<file path="src/rtl/chronologic_pkg.sv">
// chronologic_pkg: shared types and constants for the chronologic monitor.
//   verdict_t  : per-edge outcome of one implication attempt
//   judge()    : maps enable/match/consequent onto a verdict
package chronologic_pkg;

    typedef enum logic [1:0] {V_NONE, V_PASS, V_FAIL} verdict_t;

    localparam int DELAY_DEF = 5;
    localparam int CNT_W_DEF = 16;
    localparam int DELAY_MAX = 64;

    // A disabled or unmatched attempt is vacuous; otherwise the consequent decides.
    function automatic verdict_t judge(input logic en, input logic match, input logic cons);
        if (!(en && match)) return V_NONE;
        return cons ? V_PASS : V_FAIL;
    endfunction

endpackage

</file>
<file path="src/rtl/chronologic_hist.sv">
// chronologic_hist: DELAY-deep shift register of sampled x.
//   clk, rst : clock, asynchronous active-high reset (clears history)
//   x_i      : sample shifted in each rising edge
//   tap_o    : oldest stage, i.e. x as sampled DELAY edges earlier
module chronologic_hist #(
    parameter int DELAY = 5
) (
    input  logic clk,
    input  logic rst,
    input  logic x_i,
    output logic tap_o
);

    logic [DELAY-1:0] hist_q, hist_d;

    // Loop form keeps DELAY=1 legal (no [DELAY-2:0] slice).
    always_comb begin
        hist_d    = hist_q;
        hist_d[0] = x_i;
        for (int i = 1; i < DELAY; i++) hist_d[i] = hist_q[i-1];
    end

    always_ff @(posedge clk or posedge rst) begin
        if (rst) hist_q <= '0;
        else     hist_q <= hist_d;
    end

    assign tap_o = hist_q[DELAY-1];

endmodule

</file>
<file path="src/rtl/chronologic.sv">
// chronologic: on-chip checker for "x, then y DELAY cycles later, implies x && y".
//   clk, rst        : sampling clock, asynchronous active-high reset
//   en              : evaluation enable (history keeps shifting when low)
//   x, y            : monitored signals
//   pass, fail      : registered one-cycle verdict pulses
//   pass_cnt/fail_cnt : saturating event counters (tied to 0 unless
//                     CHRONOLOGIC_COUNT_EN is defined)
//   err_sticky      : set by the first fail, cleared only by reset
module chronologic
    import chronologic_pkg::*;
#(
    parameter int DELAY = DELAY_DEF,
    parameter int CNT_W = CNT_W_DEF
) (
    input  logic             clk,
    input  logic             rst,
    input  logic             en,
    input  logic             x,
    input  logic             y,
    output logic             pass,
    output logic             fail,
    output logic [CNT_W-1:0] pass_cnt,
    output logic [CNT_W-1:0] fail_cnt,
    output logic             err_sticky
);

    generate
        if (DELAY < 1 || DELAY > DELAY_MAX) begin : g_bad_delay
            $error("chronologic: DELAY out of range 1..DELAY_MAX");
        end
    endgenerate

    logic     x_old;
    verdict_t verdict_d, verdict_q;
    logic     err_d, err_q;

    chronologic_hist #(.DELAY(DELAY)) u_hist (
        .clk   (clk),
        .rst   (rst),
        .x_i   (x),
        .tap_o (x_old)
    );

    // Antecedent: x DELAY edges ago and y now; consequent: x && y now.
    assign verdict_d = judge(en, x_old & y, x & y);
    assign err_d     = err_q | (verdict_d == V_FAIL);

    always_ff @(posedge clk or posedge rst) begin
        if (rst) begin
            verdict_q <= V_NONE;
            err_q     <= 1'b0;
        end else begin
            verdict_q <= verdict_d;
            err_q     <= err_d;
        end
    end

    assign pass       = (verdict_q == V_PASS);
    assign fail       = (verdict_q == V_FAIL);
    assign err_sticky = err_q;

`ifdef CHRONOLOGIC_COUNT_EN
    logic [CNT_W-1:0] pass_cnt_q, pass_cnt_d, fail_cnt_q, fail_cnt_d;

    // Hold at all-ones instead of wrapping.
    always_comb begin
        pass_cnt_d = pass_cnt_q;
        fail_cnt_d = fail_cnt_q;
        if (verdict_d == V_PASS && !(&pass_cnt_q)) pass_cnt_d = pass_cnt_q + CNT_W'(1);
        if (verdict_d == V_FAIL && !(&fail_cnt_q)) fail_cnt_d = fail_cnt_q + CNT_W'(1);
    end

    always_ff @(posedge clk or posedge rst) begin
        if (rst) begin
            pass_cnt_q <= '0;
            fail_cnt_q <= '0;
        end else begin
            pass_cnt_q <= pass_cnt_d;
            fail_cnt_q <= fail_cnt_d;
        end
    end

    assign pass_cnt = pass_cnt_q;
    assign fail_cnt = fail_cnt_q;
`else
    assign pass_cnt = '0;
    assign fail_cnt = '0;
`endif

endmodule

</file>
<file path="config.mk">
export PLATFORM = sky130hd
export DESIGN_NAME = chronologic
export DESIGN_NICKNAME = d
export VERILOG_FILES = /design/src/rtl/chronologic_pkg.sv /design/src/rtl/chronologic_hist.sv /design/src/rtl/chronologic.sv
export SDC_FILE = /design/constraint.sdc
export NUM_CORES = 1
export LEC_CHECK = 0
export CAP_MARGIN = 0
export CORE_MARGIN = 4
export CORE_UTILIZATION = 31
export DETAILED_ROUTE_END_ITERATION = 10
export HOLD_SLACK_MARGIN = 0.12
export PLACE_DENSITY = 0.77
export SKIP_CTS_REPAIR_TIMING = 1
export SYNTH_ARGS = -nofsm -noshare
export SYNTH_HDL_FRONTEND = slang
export SYNTH_SLANG_ARGS = --single-unit
</file>
<file path="constraint.sdc">
create_clock -name clk -period 0.8 [get_ports clk]
set_input_delay 0.16 -clock clk [delete_from_list [all_inputs] [get_ports clk]]
set_output_delay 0.16 -clock clk [all_outputs]
set_load 0.02 [all_outputs]
</file>
# Word-level counts from Yosys, hierarchy flattened
# Index checks and enable logic that the tools add are counted.
dict set report totals {
  output_inout_bits 35
  word_cells 12
  regBits 8
  input_bits 5
}
dict set report op_classes {
  reduce_logical 1
  eq_ne 3
  n_mux 2
  bitwise 3
}
# cell n
set op_table {}
lappend op_table {{2-bit == test, second input constant} 2}
lappend op_table {{2-bit 2-to-1 mux} 2}
lappend op_table {{1-bit AND} 2}
lappend op_table {{2-bit by 1-bit == test with 1-bit output, second input constant} 1}
lappend op_table {{1-bit logical AND} 1}
lappend op_table {{1-bit OR} 1}

# Depth between registers and ports, before layout
# Gate-level depths: netlist of the first run.
dict set report logic_depth {
  depth_word 5
  mapped_depth 2
  depth_no_buf 2
}

# Hierarchy
# Synthesis of the first run repeated with hierarchy kept, for this count alone.
dict set report hier_totals {
  hier_cells 50
  hier_area_um2 496.7
}
# mod cells_each area_per_inst_um2 seq_area_each_um2 n_inst
set by_module_without_submodules {}
lappend by_module_without_submodules {chronologic 44 367.9 75.1 1}
lappend by_module_without_submodules {chronologic_hist 6 128.9 125.1 1}

# Least setup slack after synthesis of the first run
# No wires, ideal clock.
dict set report synth_path {
  path_kind {reg-to-output}
  from {register verdict_q[0]}
  to {output fail}
  path_stages_with_launch 2
  arrival_ps 666
  required_time_ps 640
  n_path_buf 0
  path_slack_ps -26
  path_cell_list {dfrtp_1 -> nor2b_1}
}
dict set report synth_via {
  elab_chain_len 1
}
# item line
set synth_lines {}
lappend synth_lines {{from (decl)} chronologic.sv:34} ;# verdict_t verdict_d, verdict_q;
lappend synth_lines {{from (signal assigned)} chronologic.sv:53} ;# verdict_q <= verdict_d;
lappend synth_lines {{2-bit == test} chronologic.sv:59} ;# assign fail = (verdict_q == V_FAIL);
lappend synth_lines {{to (decl)} chronologic.sv:21} ;# output logic fail,
# No other way between the ends.

# Worst setup path after layout of the first run
dict set report layout_path {
  from {register verdict_q[1]}
  to {output fail}
}
# The elaborated chain is that of the path after synthesis.

==> parameters.txt, run 1 <==
Parameter                              Value

Critical path
  Startpoint type of the worst setup path    register
  Critical path endpoint    fail
  Critical register-to-register path startpoint    err_sticky
  Data required time at the worst endpoint    0.64 ns
  Kind of end point of the critical path    output port
  Endpoint of the lowest-slack register-to-register path    err_sticky
  Crit. Startpoint    verdict_q[1]
  Setup Crit Path Kind    reg -> out
  Number of cells on the worst reg-to-reg path    1
  Register-to-register setup slack    0.11 ns
  Maximum fanout along the worst path    2
  Data arrival time of the critical path    0.89 ns

Floorplanning
  Effective utilization at floorplan    roughly 33%
  Die Span Y    47.88 um
  Die width    around 48 um
  Floorplan row count    14
  Die area    0.002292 sq mm
  Number of I/O pins    40
  Floorplan core area    0.001506 sq mm

Hold path
  Min-delay worst type    in -> async

Yosys
  Share of synthesized registers carrying an async set or reset    100.0%
  Top cells by area in the synthesized netlist    sky130_fd_sc_hd__buf_4 (49%), sky130_fd_sc_hd__dfrtp_1 (41%), sky130_fd_sc_hd__nor2b_1 (2.5%)
  Top cells by instance count after synthesis    sky130_fd_sc_hd__buf_4 (32), sky130_fd_sc_hd__dfrtp_1 (8), sky130_fd_sc_hd__inv_1 (2), sky130_fd_sc_hd__nor2_1 (2), sky130_fd_sc_hd__nor2b_1 (2)
  Syn Area/Cell    10.06 sq um
  Largest area contributor in the netlist    sky130_fd_sc_hd__buf_4
  Synthesized instance count    49
  Most frequent cell after synthesis    sky130_fd_sc_hd__buf_4
  Synth Register Bits    8
  Seq/Total Area, Yosys    40.61%
  Portion of synthesized cell area occupied by the leading cell type    48.73%
  Library cells used by synthesis    8
  Mapped cell area    approximately 490 sq um
  Yosys warnings    0
  Post-synth EDFFs    0
  Synth Flop Type    sky130_fd_sc_hd__dfrtp_1

Route
  Post-route DRC violation count    0
  Number of nets with antenna violations after routing    0
  Final Routed Wirelength    600 um
  Total routed wire length on the met1 layer    152 um
  Vias per std cell    a little over 3
  Total length of routed met3 wires    92 um
  Top Layer Used    met4
  DRC violation total after the first TritonRoute iteration    5
  Wirelength per Cell    8.108 um
  Met2 Routed Length    341 um
  Drt pass-1 iters    2
  Via Count    227

STA
  Hold Fails Final Rpt    0
  Pins Over Slew Limit    0
  Tmin final    1.053 ns
  Final setup violation count    3
  Clock Skews    0.0007175 ns
  Final WS setup    -0.2528 ns
  Maximum clock rate    949.9 MHz
  Unrepaired setup endpoints after global routing    true
  Post-Route Setup TNS    -0.6264 ns
  Share of the cycle needed by the critical path after routing    131.6%

Finish
  Filler cells    164
  Layout Utilization    31.73%
  Area growth syn-to-layout    -3.046%
  Layout cell share with drive strength beyond 1    13.79%
  # diodes    0
  Total Nets Final    65

Global routing
  Initial antenna violation count    0
  Congestion Overflow GR    0
  First-pass GRT wire length    848 um
  Overall fraction of global-route tracks in use    between 5 and 6%
  Via count of the first global-routing pass    ~210
  Maximum number of pins on one net before global-route repair    9

Clock tree
  Deepest clock path buffer count    2
  CTS H-tree depth    1
  TritonCTS clock tree    built
  Clock net sink count    8
  Root buf cell    sky130_fd_sc_hd__clkbuf_4
  Clock latency of the later-clocked register in the worst-skew pair    0.25 ns
  Cts bufs inserted    3
  Clock edge transition at the registers on the reported setup and hold paths    0.05 ns

Power
  LEAKAGE    0.0002710 uW
  Maximum resistive drop on vdd    around 900 uV
  Power density relative to cell area    1937 mW/mm^2

Placement
  Weighted congestion reported at the end of routability-driven placement    approximately 0.57
  Minimum setup slack after placement    -0.4633 ns
  Post-DP HPWL    537.4 um
  Port Buffer Count    7

Flow run
  Total of max-cap violations    0

Outcome
  Violated checks    negative setup slack
  Run status    complete, but fails checks
registers in the layout, indices dropped and copies added (netlist names):
name / cells
u_hist.hist_q: 5
err_sticky: 1
verdict_q: 2
layout make-up:
cell class,count,area (sq um),area share (%)
tap,16,20.02,4.188
timing repair buffer,7,66.31,13.87
inverter,2,7.507,1.571
clock buffer,3,22.52,4.712
multi-input combinational,38,161.4,33.77
sequential,8,200.2,41.88
per-stage QoR:
stage,cells,area [sq um],hold slack (ns),power (uW)
after floorplan,80,609.3,-0.02434,709.5
after global placement,71,459.2,0.3363,627.0
after detailed placement,71,459.2,0.3363,630.2
after CTS,74,481.7,0.1677,931.6
after global routing,74,478.0,0.2053,986.4
final,74,478.0,0.1585,925.6
cells in the final DEF, fill, tap and decap left out, drive strengths merged:
| cell | netlist | final |
|---|---|---|
| clkbuf | 0 | 3 |
| dfrtp | 8 | 8 |
| nand3 | 1 | 1 |
| conb | 1 | 32 |
| buf | 32 | 3 |
| clkdlybuf4s50 | 0 | 4 |
| o21bai | 1 | 1 |
| inv | 2 | 2 |
| nor2b | 2 | 2 |
| nor2 | 2 | 2 |
worst max-delay path: stages (launching register included):
cell and delay [ns]:
sky130_fd_sc_hd__dfrtp_1 0.36, sky130_fd_sc_hd__nor2b_1 0.13, sky130_fd_sc_hd__buf_4 0.15
logic make-up after synthesis:
group	Yosys count	synth area share, %
buffers and inverters	34	50.25
flip-flops	8	40.61
AND/OR/NAND/NOR	5	6.092
AO/OA/AOI/OAI	1	2.284
other	1	0.7607
report_power, final:
| part | total (uW) | switching [uW] | internal, uW |
|---|---|---|---|
| clock network | 299 | 128 | 171 |
| logic | 195 | 162 | 33.2 |
| registers | 431 | 7.36 | 424 |
per-layer routing:
layer | global-route usage, % | vias up
li1 | - | 100
met1 | 5.023 | 105
met2 | 10.03 | 20
met3 | 3.383 | 2
met4 | 4.839 | 0
met5 | 0 | -
worst min-delay path by stage:
stage | depth (start not counted) | slack [ns] | endpoint
floorplan | 1 | -0.02 | err_sticky
global placement | 0 | 0.34 | u_hist.hist_q[3]
detailed placement | 0 | 0.34 | u_hist.hist_q[1]
CTS | 2 | 0.17 | u_hist.hist_q[4]
global route | 2 | 0.21 | u_hist.hist_q[4]
finish | 2 | 0.16 | verdict_q[1]
Power figures use the tool's default switching activity.
==> run 2: changes to the inputs <==
GPL_TIMING_DRIVEN = 0   (was unset)
==> parameters.txt, run 2 (synthesis results as in run 1) <==
Parameter                              Value

Route
  Post-route DRC violation count    0 (unchanged)
  DRC violation total after the first TritonRoute iteration    4 (-1)
  Drt pass-1 iters    4 (+2)
  Vias per std cell    2.830 (-7.7%)
  Number of nets with antenna violations after routing    0 (unchanged)
  Via Count    300 (+32%)
  Wirelength per Cell    6.491 um (-20%)
  Final Routed Wirelength    688 um (+15%)

STA
  Clock Skews    0.006213 ns (+0.005496 ns)
  Pins Over Slew Limit    0 (unchanged)
  Hold Fails Final Rpt    0 (unchanged)
  Final setup violation count    3 (unchanged)
  Unrepaired setup endpoints after global routing    true
  Share of the cycle needed by the critical path after routing    131.9% (+0.28 points)
  Post-Route Setup TNS    -0.6446 ns (-0.01810 ns)
  Final WS setup    -0.2550 ns (-0.002256 ns)
  Tmin final    1.055 ns (+0.002256 ns)
  Maximum clock rate    947.8 MHz (-0.21%)

Global routing
  Congestion Overflow GR    0 (unchanged)
  Maximum number of pins on one net before global-route repair    9 (unchanged)
  Initial antenna violation count    0 (unchanged)
  Overall fraction of global-route tracks in use    5.802% (-0.16 points)
  First-pass GRT wire length    821 um (-3.2%)
  Via count of the first global-routing pass    193 (-9.8%)

Clock tree
  Deepest clock path buffer count    2 (unchanged)
  Clock net sink count    8 (unchanged)
  CTS H-tree depth    1 (unchanged)
  Clock edge transition at the registers on the reported setup and hold paths    0.05 ns (about the same)
  TritonCTS clock tree    built
  Cts bufs inserted    3 (unchanged)
  Clock latency of the later-clocked register in the worst-skew pair    0.25 ns (about the same)
  Root buf cell    sky130_fd_sc_hd__clkbuf_4

Finish
  Layout Utilization    47.67% (+16 points)
  # diodes    0 (unchanged)
  Top register by number of flip-flops    u_hist.hist_q
  Number of flip-flops under the largest register name    5 (unchanged)
  Area growth syn-to-layout    45.69%
  Layout cell share with drive strength beyond 1    44.44% (+31 points)
  Leading cell type in the layout, fill and taps excluded    sky130_fd_sc_hd__buf_4
  Total Nets Final    97 (+49%)
  Most frequent cells in the layout    sky130_fd_sc_hd__buf_4 (34), sky130_fd_sc_hd__conb_1 (32), sky130_fd_sc_hd__dfrtp_1 (8), sky130_fd_sc_hd__clkdlybuf4s50_1 (4), sky130_fd_sc_hd__clkbuf_4 (3)

Floorplanning
  Effective utilization at floorplan    32.72% (unchanged)
  Die width    47.88 um (unchanged)
  Number of I/O pins    40 (unchanged)
  Floorplan core area    0.001506 sq mm (unchanged)
  Floorplan row count    14 (unchanged)
  Die area    0.002292 sq mm (unchanged)
  Die Span Y    47.88 um (unchanged)

Placement
  Port Buffer Count    7 (unchanged)
  Weighted congestion reported at the end of routability-driven placement    0.5702 (+0.18%)

Power
  Power density relative to cell area    1453 mW/mm^2 (-25%)
  Maximum resistive drop on vdd    968.7 uV (+6.0%)
  Final total power    1044 uW (+13%)
  LEAKAGE    0.0004457 uW (+64%)

Critical path
  Data arrival time of the critical path    0.90 ns (about the same)
  CP top delay family    flip-flops
  Critical path's largest stage delay    0.37 ns (about the same)
  Kind of end point of the critical path    output port
  Data required time at the worst endpoint    0.64 ns (about the same)
  Slowest cell on the critical path    sky130_fd_sc_hd__dfrtp_1
  CP Cell Sequence    nor2b_1 -> buf_4
  Setup Crit Path Kind    reg -> out
  Total buffers and inverters traversed by the critical path    1 (unchanged)
  Startpoint type of the worst setup path    register
  Maximum fanout along the worst path    2 (unchanged)

Outcome
  Violated checks    negative setup slack
  Run status    complete, but fails checks

Hold path
  Min-delay worst type    in -> async

Flow run
  Total of max-cap violations    0 (unchanged)
run 2: stage by stage:
step                      cell area, sq um  hold WS, ns  worst slack [ns]  std cells
after CTS                            721.9       0.1617           -0.7515        106
after detailed placement             699.4       0.3363           -0.4717        103
after floorplan                      609.3     -0.02434          -0.02625         80
after global routing                 718.2       0.1732           -0.3133        106
after global placement               699.4       0.3351           -0.4198        103
final                                718.2       0.1577           -0.2550        106
run 2: cell type report:
| class | count | area (sq um) |
|---|---|---|
| sequential | 8 | 200.2 |
| tap | 16 | 20.02 |
| multi-input combinational | 38 | 161.4 |
| timing repair buffer | 7 | 66.31 |
| inverter | 2 | 7.507 |
| buffer | 32 | 240.2 |
| fill | 144 | 788.3 |
| clock buffer | 3 | 22.52 |
run 2: report_power, final:
part | total (uW) | switching, uW | internal (uW)
clock network | 294 | 124 | 171
logic | 318 | 181 | 137
registers | 431 | 7.08 | 424
run 2: final timing paths:
path | from | endpoint | cells past startpoint | slack, ns
worst max-delay path | verdict_q[1] | fail | 2 | -0.26
worst min-delay path | rst | u_hist.hist_q[4] | 2 | 0.16
worst max register to register | err_sticky | err_sticky | 1 | 0.11
worst min register to register | u_hist.hist_q[3] | u_hist.hist_q[4] | 0 | 0.34
max in group asynchronous | rst | u_hist.hist_q[2] | 2 | 0.41
min in group clk | u_hist.hist_q[3] | u_hist.hist_q[4] | 0 | 0.34
run 2: metal layers:
metal | GRT usage (%) | part of all wire, % | vias up
met3 | 4.511 | 16 | 0
li1 | - | - | 167
met4 | 4.839 | 0 | 0
met1 | 6.150 | 32 | 114
met2 | 7.388 | 52 | 19
met5 | 0 | 0 | -
==> run 3: changes to the inputs <==
CORE_UTILIZATION = 28   (was 31)
PLACE_DENSITY = 0.73   (was 0.77)
clock period = 0.9 ns   (was 0.8 ns; I/O delays follow)
==> parameters.txt, run 3 (synthesis results as in run 1) <==
Parameter                              Value

STA
  Final setup violation count    3 (unchanged)
  Fin Hold WS    0.1633 ns (+0.005596 ns)
  Post-Route Setup TNS    -0.3741 ns (+0.2704 ns)
  Clock Skews    0.001456 ns (-0.004757 ns)
  Tmin final    1.067 ns
  Final WS setup    -0.1670 ns (+0.08799 ns)
  Hold Fails Final Rpt    0 (unchanged)
  Unrepaired setup endpoints after global routing    true
  Share of the cycle needed by the critical path after routing    118.6%
  Maximum clock rate    roughly 940 MHz
  Pins Over Slew Limit    0 (unchanged)

Clock tree
  Clock net sink count    8 (unchanged)
  Clock edge transition at the registers on the reported setup and hold paths    0.05 ns (about the same)
  Root buf cell    sky130_fd_sc_hd__clkbuf_4
  CTS H-tree depth    1 (unchanged)
  Cts bufs inserted    3 (unchanged)
  Deepest clock path buffer count    2 (unchanged)
  TritonCTS clock tree    built
  Clock latency of the later-clocked register in the worst-skew pair    0.25 ns (about the same)

Critical path
  Startpoint type of the worst setup path    register
  Register-to-register setup slack    0.22 ns (+0.11 ns)
  Crit. Startpoint    verdict_q[0]
  Kind of end point of the critical path    output port
  Total buffers and inverters traversed by the critical path    1 (unchanged)
  Maximum fanout along the worst path    2 (unchanged)
  Data required time at the worst endpoint    0.72 ns (+0.08 ns)
  Critical register-to-register path startpoint    err_sticky
  Critical path endpoint    pass
  Data arrival time of the critical path    0.89 ns (about the same)
  CP top delay family    flip-flops
  Endpoint of the lowest-slack register-to-register path    err_sticky
  Number of cells on the worst reg-to-reg path    1 (unchanged)
  Slowest cell on the critical path    sky130_fd_sc_hd__dfrtp_1
  Critical path's largest stage delay    0.37 ns (about the same)
  CP Cell Sequence    nor2b_1 -> buf_4
  Cell depth of the worst setup path    2 (unchanged)
  Setup Crit Path Kind    reg -> out

Placement
  Weighted congestion reported at the end of routability-driven placement    0.6075 (+6.5%)
  Placed Cells    103 (unchanged)
  Port Buffer Count    7 (unchanged)

Outcome
  Violated checks    negative setup slack
  Run status    complete, but fails checks

Route
  Total routed wire length on the met1 layer    200 um (-9.1%)
  Met2 Routed Length    382 um (+6.4%)
  Final Routed Wirelength    715 um (+3.9%)
  Total length of routed met3 wires    132 um (+22%)
  Post-route DRC violation count    0 (unchanged)
  Wirelength per Cell    6.745 um (+3.9%)
  Vias per std cell    2.962 (+4.7%)
  Drt pass-1 iters    1 (-3)
  Top Layer Used    met3
  Number of nets with antenna violations after routing    0 (unchanged)
  DRC violation total after the first TritonRoute iteration    0 (-4)
  Via Count    314 (+4.7%)

Floorplanning
  Die width    49.96 um (+4.4%)
  Die Span Y    49.96 um (+4.4%)
  Floorplan core area    0.001577 sq mm (+4.7%)
  Effective utilization at floorplan    31.27% (-1.5 points)
  Number of I/O pins    40 (unchanged)
  Floorplan row count    14 (unchanged)
  Die area    0.002496 sq mm (+8.9%)

Global routing
  Via count of the first global-routing pass    268 (+39%)
  First-pass GRT wire length    1124 um (+37%)
  Overall fraction of global-route tracks in use    6.730% (+0.93 points)
  Congestion Overflow GR    0 (unchanged)
  Maximum number of pins on one net before global-route repair    9 (unchanged)
  Initial antenna violation count    0 (unchanged)

Power
  Power density relative to cell area    1299 mW/mm^2 (-11%)
  Maximum resistive drop on vdd    671.3 uV (-31%)
  LEAKAGE    0.0004457 uW (unchanged)

Finish
  Count of non-filler cells in the finished layout    106 (unchanged)
  Layout Utilization    45.56% (-2.1 points)
  Leading cell type in the layout, fill and taps excluded    sky130_fd_sc_hd__buf_4
  Layout cell share with drive strength beyond 1    44.44% (unchanged)
  Filler cells    159 (+10%)
  Area growth syn-to-layout    45.69% (unchanged)
  Most frequent cells in the layout    sky130_fd_sc_hd__buf_4 (34), sky130_fd_sc_hd__conb_1 (32), sky130_fd_sc_hd__dfrtp_1 (8), sky130_fd_sc_hd__clkdlybuf4s50_1 (4), sky130_fd_sc_hd__clkbuf_4 (3)
  Top register by number of flip-flops    u_hist.hist_q
  Total Nets Final    97 (unchanged)
  # diodes    0 (unchanged)
  Number of flip-flops under the largest register name    5 (unchanged)

Flow run
  Total of max-cap violations    0 (unchanged)

Hold path
  Min-delay worst type    in -> async
[run 3: metrics by stage]
step | instance area [sq um] | total power [uW] | setup WS (ns)
global placement | 699.4 | 664.3 | -0.3451
detailed placement | 699.4 | 666.6 | -0.3537
global route | 718.2 | 1014 | -0.2563
finish | 718.2 | 933.1 | -0.1670
CTS | 721.9 | 948.5 | -0.6351
floorplan | 609.3 | 630.7 | 0.05375
[run 3: per-layer routing]
layer / vias up / global-route usage, %
li1: 166 / -
met1: 126 / 4.220
met2: 22 / 11.01
met3: 0 / 5.723
met4: 0 / 6.912
met5: - / 0
[run 3: worst min-delay path by stage]
stage,from,to,slack (ns),cells after the start
2_1_floorplan,rst,err_sticky,-0.004,1
3_3_place_gp,u_hist.hist_q[3],u_hist.hist_q[4],0.34,0
3_5_place_dp,u_hist.hist_q[1],u_hist.hist_q[2],0.34,0
4_1_cts,rst,verdict_q[0],0.17,2
5_1_grt,rst,u_hist.hist_q[4],0.18,2
6_report,rst,u_hist.hist_q[4],0.16,2
[run 3: cell type report]
| cell class | instances | area [sq um] | area share (%) |
|---|---|---|---|
| tap | 16 | 20.02 | 2.787 |
| sequential | 8 | 200.2 | 27.87 |
| inverter | 2 | 7.507 | 1.045 |
| timing repair buffer | 7 | 66.31 | 9.233 |
| clock buffer | 3 | 22.52 | 3.136 |
| multi-input combinational | 38 | 161.4 | 22.47 |
| buffer | 32 | 240.2 | 33.45 |
[run 3: power by group]
part / switching [uW] / internal, uW / leakage (uW) / total [uW]
Clock: 115 / 152 / 0.0000138 / 267
Combinational: 161 / 122 / 0.000337 / 283
Sequential: 6.24 / 377 / 0.0000948 / 383
